==> src/rtl/proz_pkg.sv <==
// Shared types and defaults for the NAND processor front end.
// FETCH_PREFETCH_EN selects a 2-entry fetch buffer instead of 1.
package proz_pkg;

  localparam int IW_DEF       = 16;
  localparam int AW_DEF       = 8;
  localparam int RESET_PC_DEF = 0;

`ifdef FETCH_PREFETCH_EN
  localparam int DEPTH = 2;
`else
  localparam int DEPTH = 1;
`endif

  typedef logic [IW_DEF-1:0] instr_t;
  typedef logic [AW_DEF-1:0] pc_t;

  typedef struct packed {
    instr_t word;
    pc_t    pc;
  } fetch_entry_t;

endpackage

==> src/rtl/fetch_buffer.sv <==
// DEPTH-entry FIFO of fetched {word, pc}; head is always slot 0.
// Ports: i_push/i_din in, i_pop, i_flush (beats push), o_full, o_empty, o_head.
module fetch_buffer
  import proz_pkg::*;
#(
  parameter int DEPTH = 2
) (
  input  logic         clk,
  input  logic         rst_n,
  input  logic         i_push,
  input  fetch_entry_t i_din,
  input  logic         i_pop,
  input  logic         i_flush,
  output logic         o_full,
  output logic         o_empty,
  output fetch_entry_t o_head
);

  localparam int CW = $clog2(DEPTH + 1);

  fetch_entry_t      r_mem [DEPTH];
  logic [CW-1:0]     r_count;
  logic              w_push;
  logic              w_pop;
  logic [CW-1:0]     w_widx;

  assign o_full  = (r_count == CW'(DEPTH));
  assign o_empty = (r_count == '0);
  assign o_head  = r_mem[0];

  assign w_push = i_push && !i_flush && !o_full;
  assign w_pop  = i_pop && !o_empty;
  // slot the new entry lands in after any same-cycle shift
  assign w_widx = r_count - CW'(w_pop);

  always_ff @(posedge clk) begin
    if (!rst_n) begin
      r_count <= '0;
      for (int i = 0; i < DEPTH; i++) begin
        r_mem[i] <= '0;
      end
    end else if (i_flush) begin
      r_count <= '0;
    end else begin
      r_count <= r_count + CW'(w_push) - CW'(w_pop);
      for (int i = 0; i < DEPTH; i++) begin
        if (w_push && CW'(i) == w_widx) begin
          r_mem[i] <= i_din;
        end else if (w_pop && i < DEPTH - 1) begin
          r_mem[i] <= r_mem[(i + 1) % DEPTH];
        end
      end
    end
  end

endmodule

==> src/rtl/fetch_unit.sv <==
// Fetch stage: owns PC, requests words, hands them on via valid/ready.
// Ports: clk, rst_n; mem_addr/mem_req/mem_ack/mem_rdata to program memory;
// instructionbus/instr_pc/instr_valid/instr_ready to steuerwerk;
// branch_en/branch_target redirect. FETCH_PREFETCH_EN sets buffer depth 2.
module fetch_unit #(
  parameter int IW       = proz_pkg::IW_DEF,
  parameter int AW       = proz_pkg::AW_DEF,
  parameter int RESET_PC = proz_pkg::RESET_PC_DEF
) (
  input  logic          clk,
  input  logic          rst_n,
  output logic [AW-1:0] mem_addr,
  output logic          mem_req,
  input  logic          mem_ack,
  input  logic [IW-1:0] mem_rdata,
  output logic [IW-1:0] instructionbus,
  output logic [AW-1:0] instr_pc,
  output logic          instr_valid,
  input  logic          instr_ready,
  input  logic          branch_en,
  input  logic [AW-1:0] branch_target
);

  import proz_pkg::*;

  logic          r_running;
  logic [AW-1:0] r_fpc;
  logic          w_full;
  logic          w_empty;
  logic          w_push;
  logic          w_pop;
  fetch_entry_t  w_entry;
  fetch_entry_t  w_head;

  // request depends on registers only, never on branch_en
  assign mem_req  = r_running && !w_full;
  assign mem_addr = r_fpc;

  assign w_push = mem_req && mem_ack && !branch_en;
  assign w_pop  = instr_valid && instr_ready;

  assign w_entry.word = instr_t'(mem_rdata);
  assign w_entry.pc   = pc_t'(r_fpc);

  assign instr_valid    = !w_empty;
  assign instructionbus = IW'(w_head.word);
  assign instr_pc       = AW'(w_head.pc);

  always_ff @(posedge clk) begin
    if (!rst_n) begin
      r_running <= 1'b0;
      r_fpc     <= AW'(RESET_PC);
    end else begin
      r_running <= 1'b1;
      if (branch_en) begin
        r_fpc <= branch_target;
      end else if (w_push) begin
        r_fpc <= r_fpc + AW'(1);
      end
    end
  end

  fetch_buffer #(
    .DEPTH (DEPTH)
  ) u_buf (
    .clk     (clk),
    .rst_n   (rst_n),
    .i_push  (w_push),
    .i_din   (w_entry),
    .i_pop   (w_pop),
    .i_flush (branch_en),
    .o_full  (w_full),
    .o_empty (w_empty),
    .o_head  (w_head)
  );

endmodule
==> config.mk <==
export PLATFORM = sky130hd
export DESIGN_NAME = fetch_unit
export DESIGN_NICKNAME = d
export VERILOG_FILES = /design/src/rtl/proz_pkg.sv /design/src/rtl/fetch_buffer.sv /design/src/rtl/fetch_unit.sv
export SDC_FILE = /design/constraint.sdc
export NUM_CORES = 1
export LEC_CHECK = 0
export ABC_AREA = 0
export BUFFER_PORTS_ARGS = -buffer_cell sky130_fd_sc_hd__buf_2
export CAP_MARGIN = 20
export CORE_MARGIN = 3
export CORE_UTILIZATION = 50
export DETAILED_ROUTE_END_ITERATION = 7
export PLACE_DENSITY = 0.83
export RECOVER_POWER = 50
export SLEW_MARGIN = 5
export SYNTH_ARGS = -nofsm -noshare
export SYNTH_HDL_FRONTEND = slang
export SYNTH_HIERARCHICAL = 1
export SYNTH_SLANG_ARGS = --single-unit
==> constraint.sdc <==
create_clock -name clk -period 5.5 [get_ports clk]
set_input_delay 1.1 -clock clk [delete_from_list [all_inputs] [get_ports clk]]
set_output_delay 1.1 -clock clk [all_outputs]
set_load 0.05 [all_outputs]
==> results.rst <==
.. list-table::
   :header-rows: 1

   * - Metric
     - Value
   * - Number of top-level design ports
     - 63
   * - Row cnt
     - 18
   * - Top post-synthesis cells by area
     - sky130_fd_sc_hd__edfxtp_1 49%, sky130_fd_sc_hd__dfxtp_1 14%, sky130_fd_sc_hd__and2_1 10%
   * - H-tree level count
     - 2
   * - Crit path time final
     - 2728 ps
   * - Routed wire per std cell
     - approximately 13 µm
   * - Number of distinct standard cells referenced by the synthesized netlist
     - 30
   * - Layout Utilization
     - 0.6990
   * - Via/cell ratio
     - around 5.2
   * - Root Buffer
     - sky130_fd_sc_hd__clkbuf_4
   * - Maximum ir drop on the vdd rail
     - approximately 330 µV
   * - Initial Utilization
     - 0.5541
   * - Endpoint required time on the critical path
     - about 5500 ps
   * - Placeable core area
     - 2635 µm²
   * - Seq/Total Area, Yosys
     - 0.6307
   * - Fraction of synthesized area in multiplexers
     - 0.006855
   * - Count of final max-slew check failures
     - 0
   * - Met3 global-route usage
     - 0.07343
   * - Overflow left after global routing
     - 0
   * - Clock group share of total power
     - 0.308
   * - Diodes inserted
     - 0
   * - Arithmetic-cell share of the synthesized area counting full adders, half adders and majority gates
     - 0.008569
   * - Vert. Die Dim
     - roughly 60 µm
   * - Critical path peak fanout
     - 20
   * - Synth warnings
     - 6
   * - Cells along the critical path
     - clkbuf_1 -> nand3b_1 -> nor2_1 -> nand2b_1 -> o21ai_0 -> buf_8
   * - Gr usage total
     - 0.1768
   * - Gate count of the mapped netlist
     - between 100 and 150
   * - Global routing's busiest layer
     - met2
   * - Die width
     - 60.04 µm
   * - Leak Pwr
     - 0.7862 nW
   * - GR met1 Demand/Resource
     - 0.1955
   * - Net count of the finished layout
     - 212
   * - Timing-limited maximum frequency
     - 0.3666 GHz
   * - Post-Synthesis Net Count
     - around 150
   * - Hold Vio Cnt, Final
     - 0
   * - Number of antenna violations at the first check in global routing
     - 0
   * - Net switching power
     - 0.1629 mW
   * - Post-CTS Setup Bufs
     - 0
   * - Kind of critical path
     - in2reg
   * - Final Setup Violations
     - 0
   * - Internal Pwr Total
     - between 0.4 and 0.5 mW
   * - Iteration count of the initial detailed-routing pass
     - 4
   * - Critical path's largest stage delay
     - between 600 and 700 ps
   * - Arrival time of data at the critical path endpoint
     - around 2800 ps
   * - Half-perimeter wire length of the detailed placement result
     - 2.062 mm
   * - Slowest cell on the critical path
     - sky130_fd_sc_hd__o21ai_0
   * - Total Negative Setup Slacks
     - 0 ps
   * - Clock network latency to the later pin of the worst-skew pair
     - ~330 ps
   * - Via count of the first global-routing pass
     - 1,051
   * - Post-synthesis share of cell area spent on xor and xnor gates
     - 0.01200
   * - Worst setup SP type
     - input port
   * - Post-cts repair resize count
     - 0
   * - Final Cycle Share
     - 0.4959
   * - Number of buffers created by CTS
     - 5
   * - Switching Share
     - 0.2863
   * - Area share of the largest cell type after synthesis
     - 0.4936
   * - Post-Synthesis Cell Area
     - between 1000 and 1500 µm²
   * - Reg clk slew, reported paths
     - ~100 ps
   * - Flops & latches, synth
     - 34
   * - Area fraction in and, or, nand and nor cells after synthesis
     - 0.2262
   * - Number of antenna-violating nets in the routed design
     - 0
   * - Run status
     - complete, no violations
   * - Combinational family with the most area after synthesis
     - simple AND/OR/NAND/NOR gates
   * - Final routed DRC violation total
     - 0
   * - Global-route wire length before repair
     - between 4 and 5 mm
   * - Part of the power in combinational logic
     - 0.170
   * - Clock tree from TritonCTS
     - built
   * - Full die area
     - around 3600 µm²
   * - Nature of the critical path endpoint
     - flip-flop
   * - Tot Pwr
     - 0.5691 mW
   * - Mean Syn Cell Area
     - roughly 13 µm²
   * - Final Skew
     - around 3.7 ps
   * - Routability cong.
     - around 0.8
   * - Initial detailed-routing violation count
     - 21
   * - CTS hold repair buffers
     - 0
   * - Path type of the worst min-delay path
     - reg2reg
   * - Port Buf Inserts
     - 62
   * - Largest area contributor in the netlist
     - sky130_fd_sc_hd__edfxtp_1
   * - Remaining max-slew budget at the tightest pin
     - 0.4472
   * - Met2 GRT Util
     - 0.3009
   * - Layout overhead on the synthesized area
     - 26.14%
   * - Clock tree sinks
     - 34
   * - Total power per unit cell area
     - 309.0 nW/µm²
   * - Complex-gate fraction of the synthesized area
     - 0.08483
   * - Count of vias placed by the detailed router
     - about 1,100
   * - Aggregate routed wire length
     - between 2 and 3 mm
   * - Reported max-cap violation count
     - 0
   * - Largest buffer count on any clock path
     - 2
   * - Transition time at the pin with the least slew margin
     - about 820 ps
   * - Part of the power in registers
     - 0.522
   * - Setup repair after global routing missed its margin
     - no
   * - Share of final-layout standard cells stronger than drive strength 1
     - 0.3333
   * - Pin count of the biggest net entering global routing
     - 25
==> cell usage in the layout (no fill, tap or decap), drive strengths merged, types with 3 or more instances in the layout <==
cell type	n
a31oi	4
clkbuf	15
a21oi	3
buf	53
and2	24
inv	4
o21ai	12
or3	3
nand3	4
dfxtp	10
edfxtp	24
==> stage by stage <==
step / instances / worst slack, ps / instance area (µm²) / hold slack [ps]
after floorplan: 116 / 1900 / 1460 / 536.2
after global placement: 204 / 2664 / 1782 / 518.1
after detailed placement: 204 / 2558 / 1782 / 520.0
after CTS: 212 / 2930 / 1859 / 536.1
after global routing: 213 / 2616 / 1842 / 593.8
final: 213 / 2772 / 1842 / 533.5
==> critical path, delay by kind of cell <==
kind,cells,cell delay (ps)
AND/OR/NAND/NOR,3,620
AO/OA/AOI/OAI,1,650
buffers and inverters,2,390
==> final timing paths <==
path         cells past startpoint                               to                startpoint  slack (ps)
max                              6  u_buf/r_mem[0][3]$_SDFFCE_PN0P_                   mem_ack        2770
min                              2         mem_addr[5]$_SDFFE_PN0P_  mem_addr[5]$_SDFFE_PN0P_         530
max reg2reg                      5  u_buf/r_mem[0][3]$_SDFFCE_PN0P_   u_buf/o_full$_SDFF_PP0_        3180
min reg2reg                      2         mem_addr[5]$_SDFFE_PN0P_  mem_addr[5]$_SDFFE_PN0P_         530
==> synthesized netlist by cell type <==
| library cell | count |
|---|---|
| sky130_fd_sc_hd__xor2_1 | 2 |
| sky130_fd_sc_hd__nand4b_1 | 2 |
| sky130_fd_sc_hd__or4_1 | 2 |
| sky130_fd_sc_hd__inv_1 | 4 |
| sky130_fd_sc_hd__mux2i_1 | 1 |
| sky130_fd_sc_hd__and2_1 | 24 |
| sky130_fd_sc_hd__a31oi_1 | 4 |
| sky130_fd_sc_hd__a211oi_1 | 1 |
| sky130_fd_sc_hd__nor2_1 | 2 |
| sky130_fd_sc_hd__a21oi_1 | 3 |
| sky130_fd_sc_hd__o31ai_1 | 1 |
| sky130_fd_sc_hd__ha_1 | 1 |
| sky130_fd_sc_hd__nand4bb_1 | 1 |
| sky130_fd_sc_hd__o21ai_0 | 12 |
| sky130_fd_sc_hd__a2111oi_0 | 1 |
| sky130_fd_sc_hd__and4bb_4 | 1 |
| sky130_fd_sc_hd__and3_1 | 1 |
| sky130_fd_sc_hd__edfxtp_1 | 24 |
| sky130_fd_sc_hd__nor2b_1 | 2 |
| sky130_fd_sc_hd__nand2_1 | 1 |
| sky130_fd_sc_hd__or3_1 | 3 |
| sky130_fd_sc_hd__nand4_1 | 1 |
| sky130_fd_sc_hd__nor4bb_1 | 1 |
| sky130_fd_sc_hd__clkbuf_1 | 2 |
| sky130_fd_sc_hd__and3b_1 | 1 |
| sky130_fd_sc_hd__dfxtp_1 | 10 |
| sky130_fd_sc_hd__buf_6 | 2 |
| sky130_fd_sc_hd__nand3b_4 | 1 |
| sky130_fd_sc_hd__nand2b_1 | 1 |
| sky130_fd_sc_hd__nand3_1 | 4 |
==> cells by family after synthesis <==
| group | after synthesis |
|---|---|
| compound gates | 22 |
| buf+inv | 8 |
| flops | 34 |
| mux | 1 |
| fa+ha+maj | 1 |
| simple gates | 48 |
| xor+xnor | 2 |
==> per-layer routing <==
metal | share of wire | wire length [µm] | up-vias
li1 | - | - | 557
met1 | 0.36 | 1035 | 503
met2 | 0.53 | 1504 | 45
met3 | 0.090 | 255 | 6
met4 | 0.016 | 46 | 0
met5 | 0 | 0 | -
==> sequential cells by signal (all words and copies together), names as in the netlist <==
register / count
mem_addr: 8
u_buf/r_mem: 24
r_running: 1
u_buf/o_full: 1
==> power by group through the flow <==
stage               logic [mW]  registers, mW  clock network [mW]
finish                  0.0967          0.297               0.176
global route             0.103          0.300               0.190
CTS                     0.0983          0.297               0.181
detailed placement      0.0982          0.303                   0
global placement        0.0965          0.303                   0
floorplan               0.0215          0.351                   0
==> area by class of cell <==
cell class,instances,area [µm²]
Clock inverter,3,40.04
Inverter,4,15.01
Clock buffer,5,37.54
Timing Repair Buffer,63,312.8
Multi-Input combinational cell,74,478.0
Sequential cell,34,920.9
Tap cell,30,37.54
Fill cell,202,793.3
Note: power is estimated with default switching activity, not from simulation.
